**src/rtl/bus_word_packer_if.sv**
```systemverilog
// Handshake bundle for bus_word_packer: the bus-side load port plus the
// valid/ready operand port. The slave modport is the packer's view.
interface bus_word_packer_if #(
  parameter int BUS_W = 8,
  parameter int WORDS = 2,
  parameter int CNT_W = $clog2(WORDS)
) ();

  logic [BUS_W-1:0]       bus;
  logic                   ld;
  logic                   ld_ready;
  logic                   clr;
  logic [CNT_W-1:0]       cnt;
  logic [BUS_W*WORDS-1:0] out_data;
  logic                   out_valid;
  logic                   out_ready;
  logic                   cntco;

  modport slave (
    input  bus,
    input  ld,
    input  clr,
    input  out_ready,
    output ld_ready,
    output cnt,
    output out_data,
    output out_valid,
    output cntco
  );

  modport master (
    output bus,
    output ld,
    output clr,
    output out_ready,
    input  ld_ready,
    input  cnt,
    input  out_data,
    input  out_valid,
    input  cntco
  );

endinterface

```
**src/rtl/bus_word_packer.sv**
```systemverilog
// Collects WORDS bus words into one wide operand behind a registered valid/ready stage.
// Build option PACKER_MSB_FIRST_EN: first-accepted word lands in the most-significant slot.
module bus_word_packer #(
  parameter int BUS_W = 8,
  parameter int WORDS = 2,
  parameter int CNT_W = $clog2(WORDS)
) (
  input  logic            clk,
  input  logic            rst,
  bus_word_packer_if.slave bif
);

  localparam logic [CNT_W-1:0] LAST = CNT_W'(WORDS - 1);

  logic [WORDS-2:0][BUS_W-1:0] slot_q;
  logic [WORDS-2:0][BUS_W-1:0] slot_d;
  logic [CNT_W-1:0]            cnt_q;
  logic [CNT_W-1:0]            cnt_d;
  logic [BUS_W*WORDS-1:0]      out_data_q;
  logic [BUS_W*WORDS-1:0]      out_data_d;
  logic                        out_valid_q;
  logic                        out_valid_d;
  logic                        cntco_q;
  logic                        cntco_d;

  logic [WORDS-1:0][BUS_W-1:0] assembled;
  logic                        ld_ready;
  logic                        accept;
  logic                        complete;
  logic                        consume;

  // Only the completing word can stall; partial words always find a free slot.
  always_comb begin
    ld_ready = (cnt_q != LAST) || !out_valid_q || bif.out_ready;
    accept   = bif.ld && ld_ready && !bif.clr;
    complete = accept && (cnt_q == LAST);
    consume  = out_valid_q && bif.out_ready;
  end

  genvar gi;
  generate
    for (gi = 0; gi < WORDS - 1; gi++) begin : g_slot
`ifdef PACKER_MSB_FIRST_EN
      localparam int POS = WORDS - 1 - gi;
`else
      localparam int POS = gi;
`endif
      assign slot_d[gi]     = bif.clr ? '0
                            : (accept && (cnt_q == CNT_W'(gi))) ? bif.bus
                            : slot_q[gi];
      assign assembled[POS] = slot_q[gi];
    end
  endgenerate

  // The completing word bypasses the slots and goes straight into the operand.
`ifdef PACKER_MSB_FIRST_EN
  assign assembled[0] = bif.bus;
`else
  assign assembled[WORDS-1] = bif.bus;
`endif

  always_comb begin
    cnt_d       = cnt_q;
    out_data_d  = out_data_q;
    out_valid_d = out_valid_q;
    cntco_d     = 1'b0;

    if (bif.clr) begin
      cnt_d = '0;
    end else if (accept) begin
      cnt_d = complete ? '0 : cnt_q + CNT_W'(1);
    end

    if (complete) begin
      out_data_d  = assembled;
      out_valid_d = 1'b1;
      cntco_d     = 1'b1;
    end else if (consume) begin
      out_valid_d = 1'b0;
    end
  end

  always_ff @(posedge clk or posedge rst) begin
    if (rst) begin
      slot_q      <= '0;
      cnt_q       <= '0;
      out_data_q  <= '0;
      out_valid_q <= 1'b0;
      cntco_q     <= 1'b0;
    end else begin
      slot_q      <= slot_d;
      cnt_q       <= cnt_d;
      out_data_q  <= out_data_d;
      out_valid_q <= out_valid_d;
      cntco_q     <= cntco_d;
    end
  end

  assign bif.ld_ready  = ld_ready;
  assign bif.cnt       = cnt_q;
  assign bif.out_data  = out_data_q;
  assign bif.out_valid = out_valid_q;
  assign bif.cntco     = cntco_q;

endmodule

```
**src/flat_wrapper.sv**
```systemverilog
// flat-port wrapper written by rule: the top's interface ports become plain ports
module bus_word_packer_flat 
#(
  parameter int BUS_W = 8,
  parameter int WORDS = 2,
  parameter int CNT_W = $clog2(WORDS)
)
  (clk, rst, bif_bus, bif_ld, bif_clr, bif_out_ready, bif_ld_ready, bif_cnt, bif_out_data, bif_out_valid, bif_cntco);
  bus_word_packer_if #(.BUS_W(BUS_W), .WORDS(WORDS), .CNT_W(CNT_W)) bif_i ();
  input  logic clk;
  input  logic rst;
  input wire logic [$bits(bif_i.bus)-1:0] bif_bus;
  input wire logic [$bits(bif_i.ld)-1:0] bif_ld;
  input wire logic [$bits(bif_i.clr)-1:0] bif_clr;
  input wire logic [$bits(bif_i.out_ready)-1:0] bif_out_ready;
  output wire logic [$bits(bif_i.ld_ready)-1:0] bif_ld_ready;
  output wire logic [$bits(bif_i.cnt)-1:0] bif_cnt;
  output wire logic [$bits(bif_i.out_data)-1:0] bif_out_data;
  output wire logic [$bits(bif_i.out_valid)-1:0] bif_out_valid;
  output wire logic [$bits(bif_i.cntco)-1:0] bif_cntco;
  assign bif_i.bus = bif_bus;
  assign bif_i.ld = bif_ld;
  assign bif_i.clr = bif_clr;
  assign bif_i.out_ready = bif_out_ready;
  assign bif_ld_ready = bif_i.ld_ready;
  assign bif_cnt = bif_i.cnt;
  assign bif_out_data = bif_i.out_data;
  assign bif_out_valid = bif_i.out_valid;
  assign bif_cntco = bif_i.cntco;
  bus_word_packer #(.BUS_W(BUS_W), .WORDS(WORDS), .CNT_W(CNT_W)) u_core (.clk(clk), .rst(rst), .bif(bif_i));
endmodule
```
**config.mk**
```make
export PLATFORM = sky130hd
export DESIGN_NAME = bus_word_packer_flat
export DESIGN_NICKNAME = d
export VERILOG_FILES = /design/src/rtl/bus_word_packer_if.sv /design/src/rtl/bus_word_packer.sv /design/src/flat_wrapper.sv
export SDC_FILE = /design/constraint.sdc
export NUM_CORES = 1
export LEC_CHECK = 0
export BUFFER_PORTS_ARGS = -buffer_cell sky130_fd_sc_hd__buf_2
export CELL_PAD_IN_SITES_DETAIL_PLACEMENT = 1
export CELL_PAD_IN_SITES_GLOBAL_PLACEMENT = 1
export CORE_MARGIN = 4
export CORE_UTILIZATION = 25
export DETAILED_ROUTE_END_ITERATION = 6
export GPL_ROUTABILITY_DRIVEN = 0
export PLACE_DENSITY = 0.6
export SLEW_MARGIN = 10
export SYNTH_ARGS = -nofsm -noshare
export SYNTH_HDL_FRONTEND = slang
export SYNTH_SLANG_ARGS = --single-unit
```
**constraint.sdc**
```tcl
create_clock -name clk -period 1.4 [get_ports clk]
set_clock_uncertainty 0.15 [all_clocks]
set_input_delay 0.14 -clock clk [delete_from_list [all_inputs] [get_ports clk]]
set_output_delay 0.14 -clock clk [all_outputs]
set_load 0.05 [all_outputs]
```
* After elaboration in Yosys (flattened, before gate mapping)
Cells that the tools add are included.
Word-level totals: bits in registers 27, bits in latches 0, RAM bits 0, bits in read-only memories 0, bits of input ports 13, output and inout bits 20, word-level logic and storage cells 27, memories 0
Cells by class: add/sub/neg operators 1, multipliers 0, divide/modulo/power cells 0, $lt $le $gt $ge 0, equality and inequality tests 0, shifts and indexed selects 0, mux-type cells 8, bitwise logic cells 1, reduce and logical (&&, ||, !) cells 12
Operators by type and width (number):
- $mux W8 | 2
- $mux W1 | 6
- $reduce_bool A2 Y1 | 3
- $logic_and A1 B1 Y1 | 5
- $logic_not A1 Y1 | 2
- $logic_or A1 B1 Y1 | 2
- $add A1 B1 Y1 const B | 1
- $not A1 Y1 | 1

* Depth between registers and ports, before layout
Gate-level depths: netlist (run 1).
word-level depth 9, gate-level depth with buffers 4, mapped depth without buffers 3

* Least setup slack after synthesis (run 1)
OpenSTA, ideal clock, no wires.
path type register to register, start point register u_core.out_valid_q (netlist: u_core.bif.out_valid), end point register u_core.out_data_q[1] (netlist: u_core.bif.out_data[1]), setup time 0.125 ns, arrival 1.479 ns, data required time 1.125 ns, path slack -0.354 ns, stages on the path, launching flop included 5, buffers on the path 1, period minus slack after synthesis 1.754 ns, cell sequence dfrtp_1 -> nand2b_1 -> nand4b_4 -> buf_6 -> mux2_4
Between the ends: word-level cells in the longest chain between the ends 6
RTL lines:
- from (decl) | RTL line bus_word_packer.sv:21 | logic out_valid_q;
- from (signal assigned) | RTL line bus_word_packer.sv:94 | out_valid_q <= out_valid_d;
- $logic_not A1 Y1 | RTL line bus_word_packer.sv:34 | ld_ready = (cnt_q != LAST) || !out_valid_q || bif.out_ready;
- $logic_or A1 B1 Y1 (2 in a row) | RTL line bus_word_packer.sv:34
- $logic_and A1 B1 Y1 (2 in a row) | RTL line bus_word_packer.sv:35 | accept = bif.ld && ld_ready && !bif.clr;
- $logic_and A1 B1 Y1 | RTL line bus_word_packer.sv:36 | complete = accept && (cnt_q == LAST);
- to (signal assigned) | RTL line bus_word_packer.sv:93 | out_data_q <= out_data_d;
- to (decl) | RTL line bus_word_packer.sv:19 | logic [BUS_W*WORDS-1:0] out_data_q;
No other way between the ends. A chain may end at the register's enable or synchronous reset.

* Worst setup path in the final report (run 1)
start point register u_core.cnt_q (netlist: u_core.bif.cnt), end point output port bif_ld_ready
Between the ends: word-level cells in the longest chain between the ends 3
RTL lines:
- from (decl) | RTL line bus_word_packer.sv:17 | logic [CNT_W-1:0] cnt_q;
- from (signal assigned) | RTL line bus_word_packer.sv:92 | cnt_q <= cnt_d;
- $not A1 Y1 | RTL line bus_word_packer.sv:34
- $logic_or A1 B1 Y1 (2 in a row) | RTL line bus_word_packer.sv:34
- to (decl) | RTL line flat_wrapper.sv:16 | output wire logic [$bits(bif_i.ld_ready)-1:0] bif_ld_ready;
No other way between the ends.

==> summary.md, run 1 <==
| Metric | Value |
|---|---|
| Final hold vios | 0 |
| HP Class | input port to flip-flop |
| Initial antenna violation count | 0 |
| Core Rows | 23 |
| Fill cells | 470 |
| CTS clk-pin slew, worst paths | 0.09 ns |
| Placeable Area | 4115 um2 |
| Starting Density | 26.54% |
| PD cells | 1410 nW/um2 |
| PnR worst setup slack | 0.007325 ns |
| Endpoints failing setup | 0 |
| Final wirelength | 2.437 mm |
| Global-route wire length before repair | 3.946 mm |
| Pwr Total | 0.002137 W |
| VDD IR max | 0.4617 mV |
| Distinct cell type count after synthesis | 15 |
| Synth-to-Final Area Change | 38.72% |
| Share of post-route cells with drive strength above 1 | 49.23% |
| Outcome | finished clean |
| Utilization after layout | 36.82% |
| Min-delay src | bif_out_ready |
| Clock latency on the worst-skew pair | 0.27 ns |
| Adder-cell area share of the yosys netlist | 0% |
| Layout Nets | 144 |
| Synthesis Warnings | 0 |
| Largest family of logic cells by synthesized area | multiplexers |
| Sink Count | 27 |
| PortBufs | 32 |
| Initial DRC Count | 23 |
| Routed WL per cell | 13.54 um |
| RSZ-0062 raised after global routing | yes |
| Crit path to | bif_ld_ready |
| Post-route ant nets | 0 |
| Crit start category | flip-flop |
| Leakage | 0.8014 nW |
| WS Path Type | flip-flop to output port |
| ANT cells | 0 |
| Post-Synth XOR/XNOR Area | 0% |
| TritonCTS Buffers | 3 |
| Worst Setup SP | u_core.bif.cnt$_DFFE_PP0P_ |
| Number of vias per cell | 4.150 |
| Number of global-route vias before repair | 821 |
| DP Worst Slack | 0.03234 ns |
| Reg2Reg Setup Slack | 0.007 ns |
| Hpwl dp | 1.916 mm |
| Pin count of the biggest net entering global routing | 28 |
| Global Route Usage Sum | 9.603% |
| Die Y | 74.10 um |
| Fin crit share | 99.48% |
| Register bit total from synthesis | 27 |
| Max Cap Violations | 0 |
| Crit path max fanout | 5 |
| Slew Limit Fails | 0 |
| CP Capture Type | output port |
| Max-Slew Margin vs Limit | 77.73% |
| CP Data Required Time | 1.11 ns |
| Synth Area in Compound Gates | 3.666% |
| Drt first pass iters | 2 |
| Clk buf depth | 2 |
| Worst R2R Path Depth | 4 |
| Reg2reg end | u_core.bif.out_data[5]$_DFFE_PP0P_ |
| Chip Width | 74.10 um |
| Global route overflow | 0 |
| Root Driver | clkbuf_8 |
| Drt drc | 0 |
| Post-Syn Nets | 95 |
| Post-synthesis simple-gate area fraction | 11.80% |
| Syn_area_per_cell | 13.32 um2 |
| Worst-margin pin slew | 0.3340 ns |
| Synthesized area | 1092 um2 |
| Worst reg2reg startpoint | u_core.bif.out_valid$_DFFE_PP0P_ |
| Clock H-tree levels | 1 |
| Post-Syn Instances | 82 |
| Die ar. | 5491 um2 |
| TritonCTS clock tree | yes |
| Post-route minimum period | 1.393 ns |
| Sequential element share of the synthesized area | 61.86% |
| FMAX | 718.0 MHz |
| # IOs | 33 |
| Worst Path Arrival | 1.10 ns |
| Multiplexer area fraction after synthesis | 19.24% |
| Via Count | 747 |
## worst min path at each step
stage                                                     to  slack (ns)  cells after the start
after floorplan                   u_core.bif.cntco$_DFF_PP0_        0.04                      1
after global placement    u_core.bif.out_data[1]$_DFFE_PP0P_        0.06                      3
after detailed placement  u_core.bif.out_data[8]$_DFFE_PP0P_        0.07                      3
after CTS                   u_core.bif.out_valid$_DFFE_PP0P_        0.01                      3
after global routing        u_core.bif.out_valid$_DFFE_PP0P_       0.009                      3
final                       u_core.bif.out_valid$_DFFE_PP0P_        0.02                      3
## routing by layer
metal	track usage, %	wire, um	vias to the layer above
li1	-	-	364
met1	11.43	1032	363
met2	16.63	1252	18
met3	2.432	125	2
met4	3.622	27	0
met5	0	0	-
## critical path: stages, from the launching register on
cell and delay [ns]:
dfrtp_2 0.44, buf_6 0.13, nand3b_1 0.09, buf_6 0.16
## per-stage QoR
step                 TNS [ns]  cells  hold slack, ns  area [um2]
global route          -0.3194    180        0.009141        1515
detailed placement          0    166         0.06704        1353
finish                      0    180         0.01564        1515
CTS                 -0.006150    179         0.01054        1501
global placement            0    166         0.05985        1353
floorplan              -1.302     82         0.04258        1106
## cells in the mapped netlist
cell,count,area (um2)
dfrtp_1,27,675.7
nor2_1,1,3.750
nor3_1,1,5.000
nand2_1,17,63.81
mux2_4,8,120.1
and3_1,1,6.260
inv_1,2,7.510
nand3b_1,1,7.510
nand4b_4,1,23.77
nor2b_1,1,6.260
mux2_2,8,90.09
nand2b_1,2,12.51
buf_6,2,22.52
a21oi_1,8,40.04
clkbuf_1,2,7.510
## placed cells by master (no fill, tap or decap), types with 3 or more instances in the layout
cell type and n:
mux2_4 8, mux2_2 8, buf_6 3, a21oi_1 8
dfrtp_1 25, dlygate4sd3_1 9, buf_4 4, clkbuf_8 3
buf_2 31, nand2_1 17
## power breakdown
group | total [W] | switching (W) | internal, W
sequential | 0.000959 | 0.0000642 | 0.000895
combinational | 0.000736 | 0.000505 | 0.000231
clock | 0.000441 | 0.000240 | 0.000202
## cells by family (layout without fill, tap and decap cells)
logic type / after synthesis / after routing
buffers and inverters: 6 / 54
AND/OR/NAND/NOR: 25 / 25
multiplexers: 16 / 16
AO/OA/AOI/OAI: 8 / 8
flip-flops: 27 / 27
## cell type report
| class | instances | area (um2) | area share, % |
|---|---|---|---|
| Tap cell | 50 | 62.56 | 4.129 |
| Multi-Input combinational cell | 49 | 389.1 | 25.68 |
| Clock buffer | 3 | 41.29 | 2.725 |
| Sequential cell | 27 | 678.2 | 44.76 |
| Inverter | 2 | 7.507 | 0.4955 |
| Clock inverter | 1 | 7.507 | 0.4955 |
| Timing Repair Buffer | 48 | 329.1 | 21.72 |
## timing repair
item / CTS / global route
pin swaps: 0 / 0
setup endpoints to repair: 1 / 22
hold endpoints to repair: 43 / 0
resized for setup: 3 / 2
buffers inserted: 0 / 1
hold buffers: 9 / 0
## flip-flops by register name, indices dropped and copies added (netlist names)
name	count
u_core.bif.out_valid	1
u_core.bif.cnt	1
u_core.bif.cntco	1
u_core.slot_q	8
u_core.bif.out_data	16
Note: power is estimated with default switching activity, not from simulation.
==> inputs of run 2 (changes only) <==
--- a/config.mk
+++ b/config.mk
@@ -5,6 +5,7 @@
 export SDC_FILE = /design/constraint.sdc
 export NUM_CORES = 1
 export LEC_CHECK = 0
+export ABC_AREA = 1
 export BUFFER_PORTS_ARGS = -buffer_cell sky130_fd_sc_hd__buf_2
 export CELL_PAD_IN_SITES_DETAIL_PLACEMENT = 1
 export CELL_PAD_IN_SITES_GLOBAL_PLACEMENT = 1
@@ -12,8 +13,9 @@
 export CORE_UTILIZATION = 25
 export DETAILED_ROUTE_END_ITERATION = 6
 export GPL_ROUTABILITY_DRIVEN = 0
-export PLACE_DENSITY = 0.6
+export PLACE_DENSITY = 0.63
 export SLEW_MARGIN = 10
 export SYNTH_ARGS = -nofsm -noshare
 export SYNTH_HDL_FRONTEND = slang
 export SYNTH_SLANG_ARGS = --single-unit
+export TNS_END_PERCENT = 20
==> run 2 against run 1 <==
  * The flow now finishes with violations (hold timing)
  * Wire length is 29% higher
  * Via count is 35% higher
  * Setup slack better by 0.019 ns
  * Flip-flop and latch count stayed put
  * Register-to-register slack better by 0.08 ns
  * Cell area is 2.8% higher
  * Synthesized area is 3.3% higher
  * Die area is 3.0% higher
  * Utilization is 1.0 points lower
  * Highest routed layer unchanged
==> summary.md, run 2 <==
| Metric | Value |
|---|---|
| Outcome | complete, but fails checks |
| Failing checks | hold timing |
| Global Route Usage Sum | 11.34% |
| Commonest non-fill, non-tap cell in the layout | nand2_1 |
| Initial DRC Count | 62 |
| TritonCTS clock tree | yes |
| Die Y | 75.19 um |
| RSZ-0062 raised after global routing | yes |
| Global route overflow | 0 |
| Starting Density | 25.92% |
| Post-Syn Instances | 120 |
| Main area contributors after synthesis | dfrtp_1, nand2_1, nand4_1 |
| PnR worst setup slack | 0.02598 ns |
| Placeable Area | 4354 um2 |
| Setup tns final | 0 ns |
| Critical-path cell list | nand3_4 > buf_8 |
| Hpwl dp | 2.224 mm |
| Most numerous cell in the Yosys netlist | nand2_1 |
| Max reg flops | 16 |
| PortBufs | 32 |
| Post-route ant nets | 0 |
| Sink Count | 27 |
| Synth top area share | 59.87% |
| Crit path max fanout | 5 |
| Drt first pass iters | 4 |
| Async SR Flop Fraction | 100.0% |
| Most frequent cells in the layout | nand2_1, buf_2, dfrtp_1 |
| Final wirelength | 3.153 mm |
| Synth area leader | dfrtp_1 |
| Max-Slew Margin vs Limit | 76.05% |
| Clock H-tree levels | 1 |
| Post-route minimum period | 1.374 ns |
| Drt drc | 0 |
| WHS | -0.001309 ns |
| Initial antenna violation count | 0 |
| Worst R2R Path Depth | 5 |
| Fin crit share | 98.14% |
| Final hold vios | 1 |
| Utilization after layout | 35.78% |
| PD cells | 1349 nW/um2 |
| Synthesized area | 1129 um2 |
| Syn_area_per_cell | 9.405 um2 |
| Layout Nets | 183 |
| Core Rows | 24 |
| Slowest stage cell, crit path | dfrtp_2 |
| Via Count | 1010 |
| Worst Path Arrival | 1.08 ns |
| CP Capture Type | output port |
| Pin count of the biggest net entering global routing | 28 |
| FMAX | 727.8 MHz |
| CTS clk-pin slew, worst paths | 0.10 ns |
| Worst-margin pin slew | 0.3592 ns |
| Distinct cell type count after synthesis | 14 |
| Pwr Total | 0.002101 W |
| TritonCTS Buffers | 3 |
| Worst Hold Depth | 3 |
| Slew Limit Fails | 0 |
| Global-route wire length before repair | 4.912 mm |
| Share of post-route cells with drive strength above 1 | 31.36% |
| Number of vias per cell | 4.570 |
| Max Cap Violations | 0 |
| Clock latency on the worst-skew pair | 0.27 ns |
| Synthesis Warnings | 0 |
| Number of global-route vias before repair | 1073 |
| Crit start category | flip-flop |
| DP Worst Slack | 0.009679 ns |
| CP Data Required Time | 1.11 ns |
| List of most frequent post-synthesis cells | nand2_1, dfrtp_1, nand4_1 |
| HP Class | input port to flip-flop |
| Max incr delay on CP | 0.48 ns |
| VDD IR max | 0.3867 mV |
| Clk buf depth | 2 |
| Fill cells | 515 |
| Root Driver | clkbuf_8 |
| # IOs | 33 |
| Die ar. | 5654 um2 |
| Post-Syn Nets | 133 |
| Synth-to-Final Area Change | 38.03% |
| Leakage | 0.8663 nW |
| Sequential element share of the synthesized area | 59.87% |
| Chip Width | 75.19 um |
| Number of synthesized flops with an enable pin | 0 |
| Routed WL per cell | 14.27 um |
| WS Path Type | flip-flop to output port |
| Endpoints failing setup | 0 |
| ANT cells | 0 |
| Dominant synthesized flop cell | dfrtp_1 |
| Register bit total from synthesis | 27 |
## run 2: power by group
part / internal (W) / switching, W / total [W]
Sequential: 0.000891 / 0.0000614 / 0.000952
Combinational: 0.000163 / 0.000526 / 0.000688
Clock: 0.000202 / 0.000258 / 0.000461
## run 2: cell families (layout without fill, tap and decap cells)
logic type	after synthesis	count (layout)	share of synthesized area (%)
AND/OR/NAND/NOR	82	83	34.92
buffers and inverters	10	58	4.767
AO/OA/AOI/OAI	1	1	0.4430
flip-flops	27	27	59.87
## run 2: repair_timing
| item | in CTS | in global routing |
|---|---|---|
| setup buffers | 0 | 3 |
| endpoints found under the hold margin | 41 | 0 |
| pin swaps | 1 | 2 |
| setup endpoints to repair | 2 | 6 |
| hold buffers | 9 | 0 |
| resized for setup | 3 | 1 |
| cloned | 0 | 1 |
## run 2: per-stage QoR
step | instances | instance area [um2]
2_1_floorplan | 120 | 1144
3_5_place_dp | 204 | 1373
4_1_cts | 217 | 1521
3_3_place_gp | 204 | 1373
6_report | 221 | 1558
5_1_grt | 221 | 1558
## run 2: path summary, 6_finish.rpt
kind,slack [ns],start,endpoint
worst max-delay path,0.03,u_core.bif.cnt$_DFFE_PP0P_,bif_ld_ready
worst min-delay path,-0.001,bif_bus[4],u_core.bif.out_data[12]$_DFFE_PP0P_
worst max register to register,0.09,u_core.bif.cnt$_DFFE_PP0P_,u_core.bif.out_data[11]$_DFFE_PP0P_
worst min register to register,0.33,u_core.bif.out_data[14]$_DFFE_PP0P_,u_core.bif.out_data[14]$_DFFE_PP0P_
max in group asynchronous,0.51,rst,u_core.bif.cnt$_DFFE_PP0P_
min in group asynchronous,0.31,rst,u_core.bif.out_data[4]$_DFFE_PP0P_
## run 2: final cells by class
| cell class | instances | area (um2) | share of cell area [%] |
|---|---|---|---|
| multi-input combinational | 84 | 420.4 | 26.99 |
| tap | 52 | 65.06 | 4.177 |
| sequential | 27 | 678.2 | 43.53 |
| inverter | 4 | 17.52 | 1.125 |
| clock inverter | 1 | 7.507 | 0.4819 |
| timing repair buffer | 50 | 327.8 | 21.04 |
| clock buffer | 3 | 41.29 | 2.651 |
## run 2: worst max-delay path: cells and delay by family, from the launching register on
| kind | cells | cell delay [ns] |
|---|---|---|
| and+or+nand+nor | 1 | 0.16 |
| DFF | 1 | 0.48 |
| buffers and inverters | 1 | 0.16 |
## run 2: per-layer routing
metal / global-route usage, % / vias up / part of all wire (%) / routed length, um
met5: 0 / - / 0 / 0
met4: 5.825 / 0 / 2.2 / 69
met3: 1.202 / 6 / 5.3 / 167
met2: 18.47 / 27 / 48 / 1508
met1: 14.89 / 483 / 45 / 1408
li1: - / 494 / - / -
